$ cat src/rtl/regwb_arbiter.sv
// regwb_arbiter: shares the register-file write port between pipeline writeback and a queued long-latency unit, with a busy scoreboard.
module regwb_arbiter #(
  parameter int DEPTH = 2,
  parameter int STARVE_MAX = 4
) (
  input  logic        clk,
  input  logic        reset,
  input  logic        wb_regwrite,
  input  logic [4:0]  wb_wrreg,
  input  logic [31:0] wb_wrdata,
  input  logic        lu_valid,
  output logic        lu_ready,
  input  logic [4:0]  lu_wrreg,
  input  logic [31:0] lu_wrdata,
  input  logic        iss_valid,
  input  logic [4:0]  iss_reg,
  input  logic [4:0]  chk_reg1,
  input  logic [4:0]  chk_reg2,
  output logic        hazard,
  output logic        starve_stall,
  output logic [31:0] busy,
  output logic        regwrite,
  output logic [4:0]  wrreg,
  output logic [31:0] wrdata
);
  localparam int AW = $clog2(DEPTH);
  localparam int SW = $clog2(STARVE_MAX + 1);
  logic [4:0]    fifo_reg  [DEPTH];
  logic [31:0]   fifo_data [DEPTH];
  logic [AW-1:0] wptr, rptr;
  logic [AW:0]   count, count_n;
  logic [SW-1:0] starve;
  logic          a_act, empty, push, pop;
  logic [4:0]    head_reg;
  logic [31:0]   head_data, busy_n;
  always_comb begin
    a_act     = wb_regwrite && wb_wrreg != 5'd0;
    empty     = count == '0;
    head_reg  = fifo_reg[rptr];
    head_data = fifo_data[rptr];
    push      = lu_valid && lu_ready;
    pop       = !a_act && !empty;
    count_n   = count + (AW+1)'(push) - (AW+1)'(pop);
    regwrite  = a_act || (!empty && head_reg != 5'd0);
    wrreg     = a_act ? wb_wrreg : (!empty ? head_reg : 5'd0);
    wrdata    = a_act ? wb_wrdata : (!empty ? head_data : 32'd0);
    hazard    = busy[chk_reg1] | busy[chk_reg2];
    busy_n    = busy;
    // clear before set so a same-cycle issue to the popped register keeps it busy
    if (pop) busy_n[head_reg] = 1'b0;
    if (iss_valid) busy_n[iss_reg] = 1'b1;
    busy_n[0] = 1'b0;
  end
  always_ff @(posedge clk)
    if (push) begin
      fifo_reg[wptr]  <= lu_wrreg;
      fifo_data[wptr] <= lu_wrdata;
    end
  always_ff @(posedge clk) begin
    if (reset) begin
      wptr         <= '0;
      rptr         <= '0;
      count        <= '0;
      lu_ready     <= 1'b1;
      busy         <= '0;
      starve       <= '0;
      starve_stall <= 1'b0;
    end else begin
      if (push) wptr <= wptr + AW'(1);
      if (pop) rptr <= rptr + AW'(1);
      count        <= count_n;
      lu_ready     <= count_n != (AW+1)'(DEPTH);
      busy         <= busy_n;
      starve       <= (pop || empty) ? '0 :
                      (a_act && starve != SW'(STARVE_MAX)) ? starve + SW'(1) : starve;
      starve_stall <= pop ? 1'b0 : (starve_stall | (starve == SW'(STARVE_MAX)));
    end
  end
endmodule

$ cat config.mk
export PLATFORM = sky130hd
export DESIGN_NAME = regwb_arbiter
export DESIGN_NICKNAME = d
export VERILOG_FILES = /design/src/rtl/regwb_arbiter.sv
export SDC_FILE = /design/constraint.sdc
export NUM_CORES = 1
export LEC_CHECK = 0
export ABC_AREA = 1
export BUFFER_PORTS_ARGS = -buffer_cell sky130_fd_sc_hd__buf_2
export CAP_MARGIN = 20
export CORE_MARGIN = 1.5
export CORE_UTILIZATION = 52
export CTS_BUF_LIST = sky130_fd_sc_hd__clkbuf_16
export DETAILED_ROUTE_END_ITERATION = 10
export PLACE_DENSITY_LB_ADDON = 0.15
export SYNTH_ARGS = -nofsm -noshare
export SYNTH_HDL_FRONTEND = slang
export SYNTH_SLANG_ARGS = --single-unit
$ cat constraint.sdc
create_clock -name clk -period 3 [get_ports clk]
set_input_delay 0.15 -clock clk [delete_from_list [all_inputs] [get_ports clk]]
set_output_delay 0.15 -clock clk [all_outputs]
set_load 0.05 [all_outputs]
==> Yosys cells after proc, flatten, opt, wreduce, memory -nomap -nowiden <==
Memory sizes are Yosys's and may differ from the RTL's. A register that Yosys moved wholly into a read port is not among the register bits.
Index checks and enable logic that the tools add are counted.
{ "classes": {"bitwise": 5, "n_eq_ne": 3, "n_addsub": 5, "mux": 20, "magnitude_cmp": 6, "reduce_logical": 16} }
{ "ops": {"columns": ["op", "n"], "rows": [
  ["$mux W32", 4],
  ["$and A32 B32 Y32", 1],
  ["$not A32 Y32", 1],
  ["$or A32 B32 Y32", 1],
  ["$lt A5 B6 Y1 const B", 4],
  ["$bmux W1 S5", 2],
  ["$demux W1 S5", 2],
  ["$ge A5 B1 Y1 const B", 2],
  ["$mux W1", 10],
  ["$mux W5", 2],
  ["$reduce_bool A5 Y1", 2],
  ["$logic_and A1 B1 Y1", 7],
  ["$reduce_or A2 Y1", 2],
  ["$add A3 B1 Y3 const B", 1],
  ["$eq A3 B3 Y1 const B", 1],
  ["$ne A3 B3 Y1 const B", 1],
  ["$add A1 B1 Y1 const B", 2],
  ["$add A2 B1 Y2", 1],
  ["$logic_not A1 Y1", 2],
  ["$logic_not A2 Y1", 1],
  ["$logic_or A1 B1 Y1", 2],
  ["$ne A2 B2 Y1 const B", 1],
  ["$or A1 B1 Y1", 2],
  ["$sub A2 B1 Y2", 1]
]} }
{ "totals": {"register_bits": 41, "mem_count": 2, "output_inout_bits": 73, "ramBits": 74} }
{ "mem_list": {"columns": ["name", "words", "word_bits", "read_ports", "rd_ports_with_merged_regs", "wr", "line_no", "text"], "rows": [
  ["fifo_data", 2, 32, 1, 1, 1, "29", "logic [31:0] fifo_data [DEPTH];"],
  ["fifo_reg", 2, 5, 1, 1, 1, "28", "logic [4:0] fifo_reg [DEPTH];"]
]} }

==> Logic depth before layout (Yosys ltp) <==
{ "logic_depth": {"ltp_word": 9, "depth_mapped": 14, "mapped_depth_nobuf": 13} }

==> Worst setup path after synthesis <==
Ideal clock, no wire load.
{ "synth_path": {"path_type": "register to register", "start": "register lu_ready", "end": "memory fifo_data[1][0] (enable)", "n_path_buf": 0, "t_required_ps": 2567, "stages_incl_launch_ff": 3, "arrival_ps": 2450, "setup_slack_ps": 117, "setup_ps": 433, "cell_sequence": "dfxtp_1 > nand2_1 > nor2_1"} }
{ "synth_via": {"elab_chain_len": 3} }
{ "synth_lines": {"columns": ["item", "line_no", "text"], "rows": [
  ["from (decl)", "12", "output logic lu_ready,"],
  ["from (signal assigned)", "72", "lu_ready <= count_n != (AW+1)'(DEPTH);"],
  ["$logic_and A1 B1 Y1", "41", "push = lu_valid && lu_ready;"],
  ["$mux W1", "55", "if (push) begin"],
  ["$mux W1 (not written as such)", "57", "fifo_data[wptr] <= lu_wrdata;"],
  ["to (decl)", "29", null]
]} }
No other way between the ends.

==> PnR_summary.wiki <==
{| class="wikitable"
! Metric !! Value
|-
| Endpoint of the worst hold-timing path || busy[1]$_SDFF_PP0_
|-
| Most frequent cells in the layout || sky130_fd_sc_hd__nand2_1, sky130_fd_sc_hd__buf_2, sky130_fd_sc_hd__edfxtp_1, sky130_fd_sc_hd__nand3_1, sky130_fd_sc_hd__inv_1
|-
| Finished Layout Cells || 998
|-
| CTS sink cnt || 115
|-
| Global-route wire length before repair || between 20000 and 25000 um
|-
| CTS root buf || sky130_fd_sc_hd__clkbuf_16
|-
| Fin nets || roughly 950
|-
| Most frequent standard cell in the layout excluding fill and tap cells || sky130_fd_sc_hd__nand2_1
|-
| Post-CTS clock slew at the launch and capture registers of the worst setup and hold paths || 50 ps
|-
| Setup repair after global routing missed its margin || no
|-
| Sw Ratio || 0.359
|-
| Total gr overflow || 0
|-
| Ys flop type || sky130_fd_sc_hd__edfxtp_1
|-
| Slew @ Worst Pin || roughly 980 ps
|-
| Maximum clock rate || 402 MHz
|-
| Arrival time reported for the critical path endpoint || 2340 ps
|-
| Type of the worst setup path || reg2out
|-
| DIE WIDTH || 107 um
|-
| Depth of the CTS H-tree || 4
|-
| Average via count per standard cell || 5.29
|-
| Post-synthesis sequential element count || around 120
|-
| Final Max Slew Viols || 0
|-
| Initial cell density of the core || 0.541
|-
| Die outline height || roughly 110 um
|-
| # Max-Cap Violations || 0
|-
| Area Overhead vs Synth || 33.5%
|-
| Iteration count of the initial detailed-routing pass || 5
|-
| Critical Path Source Type || flip-flop
|-
| Cells resized by post-CTS repair || 0
|-
| Post-synthesis sequential area ratio || 0.540
|-
| Sum of negative setup slack || 0 ps
|-
| Worst R2R Path Depth || 7
|-
| Max_slew headroom || 0.342
|-
| Clk_skew || between 7 and 8 ps
|-
| Full die area || 11500 um^2
|-
| Number of nets with antenna violations after routing || 0
|-
| Synthesized netlist cell count || 650
|-
| Deepest clock path buffer count || 2
|-
| R2R Path End || busy[12]$_SDFF_PP0_
|-
| DP Wirelength || 10400 um
|-
| Maximum number of pins on one net before global-route repair || 47
|-
| Number of CTS-inserted buffers || 17
|-
| Placed cell count || 929
|-
| Minimum setup slack among reg-to-reg paths || 1080 ps
|-
| Ant diodes || 0
|-
| Number of global-route vias before repair || 5246
|-
| Worst Hold Launch || iss_reg[2]
|-
| Net switching power of the design || approximately 2.1 mW
|-
| Number of flip-flops under the largest register name || 64
|-
| Via count || 5283
|-
| Number of antenna violations at the first check in global routing || 0
|-
| Count of buffers added by post-CTS timing repair for setup || 0
|-
| Hold violation total from the final report || 0
|-
| Clock network power share || 0.348
|-
| Hold Crit Class || in2reg
|-
| FFs w/ async S/R, synth || 0
|-
| Mean area per synthesized cell || 8.67 um^2
|-
| Internal cell power || 3.75 mW
|-
| Drt wl/cell || 15.5 um
|-
| Period utilisation layout || 0.828
|-
| Port buffer count || 165
|-
| # IOs || 167
|-
| Part of the power in registers || 0.345
|-
| Warning count from the yosys run || 0
|-
| Leakage || 3.24 nW
|-
| Result of the run || finished, final reports clean
|-
| Count of cells along the worst hold path || 4
|-
| TritonCTS clock tree || yes
|-
| Core region area || 10400 um^2
|-
| Number of flops mapped to enable cells by yosys || between 70 and 80
|-
| Global Route Usage Sum || 0.275
|-
| CP Max Fanout || 28
|-
| Count of final setup violators || 0
|-
| Min cycle time layout || 2490 ps
|-
| Final weighted congestion in routability-driven placement || 0.843
|-
| Cell Area, Synth || 5640 um^2
|-
| Peak supply drop || 468 uV
|-
| Iter 0 DRT Violations || 450
|-
| Proportion of power drawn by combinational gates || 0.306
|-
| Count of unresolved DRC violations after routing || 0
|-
| Post-cts hold buffer count || 37
|-
| Pwr per Cell Area || approximately 780 nW/um^2
|-
| Category of the worst setup path capture point || primary output
|-
| Std-Cell Rows || 37
|-
| Fraction of final layout cells sized beyond drive strength 1 || 0.254
|-
| Syn Nets || 747
|-
| Critical Path RT || 2850 ps
|-
| Clock latency of the later-clocked register in the worst-skew pair || around 400 ps
|-
| Distinct cell type count of the synthesized netlist || 32
|-
| Routed wire length || between 15000 and 20000 um
|}
==> final cells by class <==
type,count,area (um^2)
sequential,115,3040
fill,774,2890
multi-input combinational,449,2250
timing repair buffer,208,1240
clock buffer,17,425
inverter,58,220
clock inverter,15,173
tap,136,170
==> worst max-delay path by stage <==
stage                                endpoint                start  slack (ps)  cells after the start
finish                              wrdata[7]            flip-flop         510                      4
global route                       wrdata[10]            flip-flop         350                      4
CTS                                wrdata[15]            flip-flop         540                      4
detailed placement                 wrdata[15]            flip-flop         980                      4
global placement                     regwrite            flip-flop        1070                      8
floorplan           fifo_data[1][0]$_DFFE_PP_  lu_ready$_SDFF_PP1_         120                      2
==> worst max-delay path, stage by stage (launching register included) <==
cell and delay, ps:
sky130_fd_sc_hd__dfxtp_2 750, sky130_fd_sc_hd__buf_4 460, sky130_fd_sc_hd__mux2i_1 140, sky130_fd_sc_hd__o21ai_0 240
sky130_fd_sc_hd__buf_2 310
==> synthesized netlist by cell type, types with 2 or more instances <==
master                     instances  share of area
sky130_fd_sc_hd__a21oi_1          35          0.031
sky130_fd_sc_hd__buf_2             8         0.0071
sky130_fd_sc_hd__buf_4             2         0.0027
sky130_fd_sc_hd__buf_6             2         0.0040
sky130_fd_sc_hd__clkbuf_1         13         0.0087
sky130_fd_sc_hd__clkbuf_2          2         0.0018
sky130_fd_sc_hd__dfxtp_1          41           0.15
sky130_fd_sc_hd__edfxtp_1         74           0.39
sky130_fd_sc_hd__ha_1              3         0.0067
sky130_fd_sc_hd__inv_1            56          0.037
sky130_fd_sc_hd__mux2i_1          32          0.057
sky130_fd_sc_hd__nand2_1         193           0.13
sky130_fd_sc_hd__nand3_1          60          0.053
sky130_fd_sc_hd__nand4_1           2         0.0022
sky130_fd_sc_hd__nor2_1           22          0.015
sky130_fd_sc_hd__nor2_2            7         0.0078
sky130_fd_sc_hd__nor2_4            3         0.0060
sky130_fd_sc_hd__nor3_1           11         0.0098
sky130_fd_sc_hd__o21ai_0          39          0.035
sky130_fd_sc_hd__o21ai_1          28          0.025
sky130_fd_sc_hd__o21ai_2           4         0.0062
sky130_fd_sc_hd__o22ai_1           3         0.0033
==> cell families (layout without fill, tap and decap cells) <==
| family | after synthesis | count (layout) | share of synthesized area |
|---|---|---|---|
| compound gates | 113 | 113 | 0.107 |
| xor+xnor | 1 | 1 | 0.00155 |
| other cells | 1 | 1 | 0.000665 |
| mux | 32 | 32 | 0.0568 |
| flops | 115 | 115 | 0.540 |
| fa+ha+maj | 3 | 3 | 0.00666 |
| simple gates | 299 | 299 | 0.223 |
| buf+inv | 86 | 298 | 0.0639 |
==> through the flow <==
| step | total power, mW | area [um^2] | setup slack (ps) | hold slack (ps) | utilization |
|---|---|---|---|---|---|
| finish | 5.85 | 7530 | 515 | 114 | 0.723 |
| global route | 6.09 | 7530 | 352 | 126 | 0.723 |
| CTS | 5.84 | 7530 | 544 | 98.7 | 0.723 |
| detailed placement | 3.77 | 6560 | 982 | 341 | 0.630 |
| global placement | 3.73 | 6560 | 1070 | 338 | 0.630 |
| floorplan | 3.35 | 5640 | 117 | 249 | - |
==> power by group through the flow <==
stage                     clock (mW)  sequential [mW]  combinational (mW)
final                           2.04             2.02                1.79
after global placement             0             2.05                1.68
after floorplan                    0             2.03                1.32
after detailed placement           0             2.05                1.73
after global routing            2.13             2.04                1.92
after CTS                       2.04             2.02                1.78
==> routing by layer <==
metal  vias to the layer above  share of wire  global-route usage
met5                         -              0                   0
met4                         0          0.022               0.112
met3                        41          0.060              0.0608
met2                       229           0.53               0.509
met1                      2425           0.39               0.301
li1                       2588              -                   -
No activity file was read; power rests on OpenSTA's default activity.
